### config.mk
export PLATFORM = sky130hd
export DESIGN_NAME = systolic_drain
export DESIGN_NICKNAME = d
export VERILOG_FILES = /design/src/rtl/systolic_drain.sv
export SDC_FILE = /design/constraint.sdc
export NUM_CORES = 1
export LEC_CHECK = 0
export ABC_AREA = 0
export CORE_MARGIN = 2
export CORE_UTILIZATION = 43
export CTS_CLUSTER_DIAMETER = 200
export DETAILED_ROUTE_END_ITERATION = 10
export GPL_TIMING_DRIVEN = 0
export PLACE_DENSITY = 0.6
export SKIP_CTS_REPAIR_TIMING = 1
export SLEW_MARGIN = 15
export SYNTH_ARGS = -nofsm -noshare
export SYNTH_HDL_FRONTEND = slang
export SYNTH_SLANG_ARGS = --single-unit
### constraint.sdc
create_clock -name clk_i -period 15.8 [get_ports clk_i]
set_clock_uncertainty 0.1 [all_clocks]
set_input_delay 3.16 -clock clk_i [delete_from_list [all_inputs] [get_ports clk_i]]
set_output_delay 3.16 -clock clk_i [all_outputs]
set_load 0.005 [all_outputs]
### src/rtl/systolic_drain.sv
// Drain stage below the PE array: de-skews column partial sums into rows and buffers them in a FIFO.
// Optional `SYSTOLIC_DRAIN_RELU_EN applies ReLU to every element at the push point.
module systolic_drain #(
  parameter int unsigned NUM_BITS   = 16,
  parameter int unsigned NUM_COLS   = 4,
  parameter int unsigned FIFO_DEPTH = 4
) (
  input  logic                         clk_i,
  input  logic                         rst_i,
  input  logic [NUM_COLS*NUM_BITS-1:0] col_data_i,
  input  logic                         row_start_i,
  output logic [NUM_COLS*NUM_BITS-1:0] row_data_o,
  output logic                         row_valid_o,
  input  logic                         row_ready_i,
  output logic [$clog2(FIFO_DEPTH):0]  count_o,
  output logic                         overflow_o,
  input  logic                         clear_i
);

  localparam int unsigned ROW_W = NUM_COLS * NUM_BITS;
  localparam int unsigned AW    = $clog2(FIFO_DEPTH);
  localparam int unsigned PW    = AW + 1;

  logic [ROW_W-1:0]    aligned;
  logic [ROW_W-1:0]    push_row;
  logic [NUM_COLS-2:0] vld_q;
  logic                push;

  // Row-start tracker; the tail fires when the last column of that row arrives
  always_ff @(posedge clk_i or posedge rst_i) begin
    if (rst_i) begin
      vld_q <= '0;
    end else begin
      vld_q[0] <= row_start_i;
      for (int unsigned i = 1; i < NUM_COLS - 1; i++) begin
        vld_q[i] <= vld_q[i-1];
      end
    end
  end

  assign push = vld_q[NUM_COLS-2];

  // Column c is delayed NUM_COLS-1-c cycles so every column lines up with the last one
  for (genvar c = 0; c < NUM_COLS; c++) begin : g_col
    if (c == NUM_COLS - 1) begin : g_last
      assign aligned[c*NUM_BITS +: NUM_BITS] = col_data_i[c*NUM_BITS +: NUM_BITS];
    end else begin : g_dly
      localparam int unsigned STAGES = NUM_COLS - 1 - c;
      logic [NUM_BITS-1:0] sk_q [STAGES];

      always_ff @(posedge clk_i or posedge rst_i) begin
        if (rst_i) begin
          for (int unsigned s = 0; s < STAGES; s++) begin
            sk_q[s] <= '0;
          end
        end else begin
          sk_q[0] <= col_data_i[c*NUM_BITS +: NUM_BITS];
          for (int unsigned s = 1; s < STAGES; s++) begin
            sk_q[s] <= sk_q[s-1];
          end
        end
      end

      assign aligned[c*NUM_BITS +: NUM_BITS] = sk_q[STAGES-1];
    end
  end

`ifdef SYSTOLIC_DRAIN_RELU_EN
  always_comb begin
    push_row = aligned;
    for (int unsigned c = 0; c < NUM_COLS; c++) begin
      if (aligned[c*NUM_BITS + NUM_BITS - 1]) begin
        push_row[c*NUM_BITS +: NUM_BITS] = '0;
      end
    end
  end
`else
  assign push_row = aligned;
`endif

  logic [ROW_W-1:0] mem [FIFO_DEPTH];
  logic [PW-1:0]    wr_ptr, rd_ptr, wr_n, rd_n;
  logic [PW-1:0]    count_n;
  logic [ROW_W-1:0] head_n;
  logic             ovf_n, mem_we, empty, full, pop_ok;

  assign empty  = (wr_ptr == rd_ptr);
  assign full   = (wr_ptr[AW] != rd_ptr[AW]) && (wr_ptr[AW-1:0] == rd_ptr[AW-1:0]);
  assign pop_ok = row_ready_i && !empty;

  // FIFO next state; the head register is preloaded so row_data_o is a flop output
  always_comb begin
    wr_n   = wr_ptr;
    rd_n   = rd_ptr;
    ovf_n  = overflow_o;
    mem_we = 1'b0;
    head_n = row_data_o;
    if (clear_i) begin
      wr_n  = '0;
      rd_n  = '0;
      ovf_n = 1'b0;
    end else begin
      if (pop_ok) begin
        rd_n = rd_ptr + PW'(1);
      end
      if (push) begin
        if (!full || pop_ok) begin
          mem_we = 1'b1;
          wr_n   = wr_ptr + PW'(1);
        end else begin
          ovf_n = 1'b1;
        end
      end
      if (mem_we && (wr_ptr[AW-1:0] == rd_n[AW-1:0])) begin
        head_n = push_row;
      end else begin
        head_n = mem[rd_n[AW-1:0]];
      end
    end
    count_n = wr_n - rd_n;
  end

  always_ff @(posedge clk_i or posedge rst_i) begin
    if (rst_i) begin
      wr_ptr      <= '0;
      rd_ptr      <= '0;
      count_o     <= '0;
      row_valid_o <= 1'b0;
      overflow_o  <= 1'b0;
      row_data_o  <= '0;
      for (int unsigned i = 0; i < FIFO_DEPTH; i++) begin
        mem[i] <= '0;
      end
    end else begin
      wr_ptr      <= wr_n;
      rd_ptr      <= rd_n;
      count_o     <= count_n;
      row_valid_o <= (count_n != '0);
      overflow_o  <= ovf_n;
      row_data_o  <= head_n;
      if (mem_we) begin
        mem[wr_ptr[AW-1:0]] <= push_row;
      end
    end
  end

endmodule
* Yosys cells after proc, flatten, opt, wreduce, memory -nomap -nowiden
Cells that the tools add are included.
** Word-level totals
- Register bits after elaboration :: 430
- Latch bits :: 0
- RAM bits :: 0
- Bits in read-only memories :: 0
- Input port bits :: 69
- Output and inout port bits :: 69
- Memories kept :: 0
** Cells by class
- Add/subtract/negate cells :: 3
- $mul :: 0
- Div/mod/pow operators :: 0
- Magnitude comparators :: 3
- Eq/ne operators :: 5
- Shifts and indexed selects :: 0
- Muxes and demuxes :: 20
- Bitwise operators :: 2
- Reductions and logical operators :: 10
** Operators with widths (number)
- bitwise mux 256 bit :: 1
- 2-to-1 mux 64 bit :: 4
- binary-select mux 64 bit (select 2 bit) :: 1
- demux 64 bit (select 2 bit) :: 1
- 2-to-1 mux 3 bit :: 6
- 2-to-1 mux 1 bit :: 7
- adder 3 x 1 -> 3 bit (second input constant) :: 2
- greater-or-equal comparator 3 bit (second input constant) :: 2
- NOT 2 -> 3 bit :: 2
- equality test 2 bit :: 2
- logical AND 1 bit :: 4
- equality test 3 bit :: 1
- less-than comparator 3 x 1 -> 1 bit (second input constant) :: 1
- nonzero test 3 bit :: 1
- subtractor 3 bit :: 1
- logical NOT 1 bit :: 2
- inequality test 2 bit (second input constant) :: 1
- AND reduction 2 bit :: 1
- nonzero test 2 bit :: 1
- logical OR 1 bit :: 1
- inequality test 1 bit :: 1

* Logic depth before layout (Yosys ltp)
- Depth after elaboration :: 10
- Gate-level depth with buffers :: 12
- Depth with buffers taken out :: 10

* Worst setup path after synthesis
No wires, ideal clock.
- Path kind :: input-to-reg
- Start :: in row_ready_i
- End :: reg row_valid_o
- Setup time :: 0.128 ns
- Data arrival time :: 5.243 ns
- Data required time :: 15.572 ns
- Slack :: 10.329 ns
- Cell stages on the path :: 11
- Buffers on the path :: 3
- Path through :: clkbuf_1 o31a_1 buf_4 clkbuf_1 xnor2_1 nor2_1 ha_1 inv_1 fa_1 nor3b_1 mux2i_1
** Between the ends
- Elaborated cells on any way between the ends :: 10
** RTL lines
- start: declaration :: line 14 : input logic row_ready_i,
- logical AND 1 bit :: line 89 : assign pop_ok = row_ready_i && !empty;
- 2-to-1 mux 3 bit :: line 103 : if (pop_ok) begin
- 2-to-1 mux 3 bit (2 in series) :: line 98 : if (clear_i) begin
- net rd_n[0] :: line 82 : logic [PW-1:0] wr_ptr, rd_ptr, wr_n, rd_n;
- subtractor 3 bit :: line 120 : count_n = wr_n - rd_n;
- net count_n[1] :: line 83 : logic [PW-1:0] count_n;
- nonzero test 3 bit :: line 138 : row_valid_o <= (count_n != '0);
- end signal: assignment :: line 138
- end: declaration :: line 13 : output logic row_valid_o,
The timed path passes the listed nets, and every way through them passes these cells. The select of a mux whose other input is x is not followed.
A chain may end at the register's enable or synchronous reset.

* Worst setup path after layout
- Start :: in clear_i
- End :: reg row_valid_o
** Between the ends
- Longest elaborated chain between the ends :: 3
- Elaborated cells on any way between the ends :: 4
** Ends and longest elaborated chain
- start: declaration :: line 17 : input logic clear_i
- 2-to-1 mux 3 bit :: line 98
- net rd_n[0] :: line 82
- subtractor 3 bit :: line 120
- net count_n[1] :: line 83
- nonzero test 3 bit :: line 138
The timed path passes the listed nets, and every way through them passes these cells.

==> summary.txt <==
Run status
  – Status: complete, no violations

Setup path
  – CP most frequent cell: clkbuf_1
  – Max incr delay on CP: 0.73 ns
  – Worst path cell trace: clkdlybuf4s50_1 > clkbuf_1 > clkbuf_1 > clkbuf_1 > nor2_1 > ha_1 > inv_1 > fa_1 > nor3b_1 > mux2i_1
  – Critical-path top delay cell: clkbuf_1
  – Crit path from: clear_i
  – Worst reg-to-reg setup slack: approximately 12 ns
  – Crit. End Element: flip-flop
  – Critical path peak fanout: 10
  – Startpoint types: input port
  – Worst r2r src: rd_ptr[0]
  – CP required: 16.14 ns
  – CP Class: input port to flip-flop
  – Critical path arrival: 7.20 ns

Detailed routing
  – Vias per cell: 5.57
  – Vias: 12700
  – Post-route ant nets: 0
  – Drt pass-1 iters: 5
  – # DRC: 0
  – Final WL: approximately 50000 um
  – DRT iter0 DRCs: 928
  – DR WL/cell: 21.4 um

Power and ir drop
  – VDD IR max: 0.0721 mV
  – Power, Total: 3.60 mW
  – Power Density: between 150 and 200 nW/um^2
  – Static Leak: 9.39 nW

Synthesis
  – Commonest cells post-synth: dfrtp_1, mux2_2, mux2i_1
  – Top_reg_cell synth: dfrtp_1
  – Post-synth EDFFs: 0
  – Mean area per synthesized cell: 12.8 um^2
  – Post-Synthesis Cells: 1473
  – Synth Cell Area: 18900 um^2
  – Synth top area share: 0.570
  – Sequential share of the synthesized area: 0.570
  – Largest area contributor in the netlist: dfrtp_1
  – Count leader, synth: dfrtp_1
  – Top post-synthesis cells by area: dfrtp_1, mux2_2, mux2i_1
  – Synth async-reset ratio: 1.00
  – Flops & latches, synth: between 400 and 500
  – Syn Nets: 1549
  – Netlist cell types: 44
  – Syn. warnings: 0

Timing
  – Fin. Hold Viols: 0
  – Post-route setup slack: 8.94 ns
  – Max-slew violation count: 0
  – Fin crit share: 0.434
  – RSZ-0062 raised after global routing: false
  – Fmax: 0.146 GHz
  – Worst-margin pin slew: 1.01 ns
  – Post-layout minimum cycle time: 6.86 ns
  – Final setup vio count: 0
  – Slew headroom: 0.323

Clocking
  – Max clock buf depth: 3
  – CTS clk-pin slew, worst paths: 0.06 ns
  – CTS tree: yes
  – Num CTS Buffers: 47
  – Clk root buf: clkbuf_16
  – H-tree depth: 2
  – Clock sinks: 430
  – Worst-Skew Late Latency: 0.58 ns

Cells and area
  – Final Net Count: 1739
  – Share of cells above drive strength 1: 0.219
  – Synthesis-to-layout area growth: 20.0%
  – Final Non-Filler Cells: 2285
  – Design area: 22700 um^2

Die
  – # IOs: 138
  – Initial Utilization: 0.437
  – Core ar.: ~43000 um^2
  – Die Area: ~46000 um^2
  – Die width: 214 um
  – Height of the die: 214 um
  – Row cnt: 76

GRT
  – Total gr overflow: 0
  – First-pass GRT wire length: roughly 76000 um
  – Largest net degree at the start of global routing: ~110
  – GRT Total Usage: 0.218
  – Vias in the first global route: 13200
  – Initial antenna violation count: 3

Placed design
  – DP Area: 21100 um^2
  – DP Wirelength: 32000 um
  – Placed insts: 2199
  – Post-Place Setup Slack: 8.39 ns
  – Port bufs: 137
  – GP Congestion: 0.775

Worst hold path
  – Worst Hold Launch: g_col[0].g_dly.sk_q[19]
  – Min-delay worst type: flip-flop to flip-flop

Run
  – Max cap viols: 0
[layout make-up]
cell class | instances | area (um^2)
Inverter | 8 | 37.5
Tap cell | 585 | 732
Clock buffer | 69 | 1390
Antenna cell | 2 | 5.00
Sequential cell | 430 | 10800
Multi-Input combinational cell | 922 | 7450
Clock inverter | 15 | 169
Fill cell | 3796 | 20500
Buffer | 113 | 644
Timing Repair Buffer | 141 | 1480
[sequential cells by signal, indices dropped and copies added, names as in the netlist]
signal / cells
rd_ptr: 3
overflow_o: 1
count_o: 3
aligned: 32
g_col.g_dly.sk_q: 64
wr_ptr: 3
row_data_o: 64
row_valid_o: 1
mem: 256
vld_q: 3
[report_power, final]
group	internal (mW)	switching [mW]
sequential	1.38	0.179
clock	0.658	0.446
combinational	0.476	0.468
total	2.51	1.09
[layout by cell type (no fill, tap or decap), types with 3 or more instances in the layout]
master	n
dfrtp_1	430
buf_6	25
xnor2_1	7
mux2_1	45
nand2_1	79
mux2_2	235
nand2_4	4
a21oi_1	46
o21ai_0	50
clkbuf_16	48
o22ai_1	39
nor2_1	48
clkbuf_1	74
buf_2	17
nand3_1	81
inv_1	7
clkinv_2	9
clkbuf_8	11
buf_16	4
o221ai_1	24
o211ai_1	48
mux2i_1	104
bufinv_16	3
ha_1	6
clkdlybuf4s50_1	137
nor2b_1	39
o2111ai_1	39
buf_1	4
buf_4	3
[per-layer routing]
layer,vias up,track usage,wire length (um)
met4,2,0.0754,1300
met3,83,0.0350,2430
met2,328,0.346,22800
li1,5762,-,-
met5,-,0,14
met1,6546,0.305,22300
[critical path, delay by kind of cell]
| kind | cells | cell delay [ns] |
|---|---|---|
| adder cells (fa/ha/maj) | 2 | 0.70 |
| AND/OR/NAND/NOR | 2 | 0.45 |
| buffers and inverters | 5 | 2.77 |
| multiplexers | 1 | 0.10 |
[path summary, 6_finish.rpt]
kind,end,cells past startpoint
worst max-delay path,row_valid_o,10
worst min-delay path,aligned[3],0
worst max register to register,row_valid_o,10
worst min register to register,aligned[3],0
max in group asynchronous,mem[248],4
min in group asynchronous,g_col[0].g_dly.sk_q[32],2
[cells by family after synthesis]
kind of cell,after synthesis,synth area share
AO/OA/AOI/OAI,256,0.0915
XOR/XNOR,11,0.00649
adder cells (fa/ha/maj),7,0.00504
buffers and inverters,121,0.0357
flip-flops,430,0.570
multiplexers,386,0.224
AND/OR/NAND/NOR,262,0.0670
[through the flow]
stage	util	setup TNS [ns]	hold WS, ns
after CTS	0.525	0	0.247
after global routing	0.525	0	0.252
after global placement	0.486	-1980.50	0.231
after detailed placement	0.489	0	0.235
final	0.525	0	0.244
after floorplan	-	0	0.231
Power figures use the tool's default switching activity.
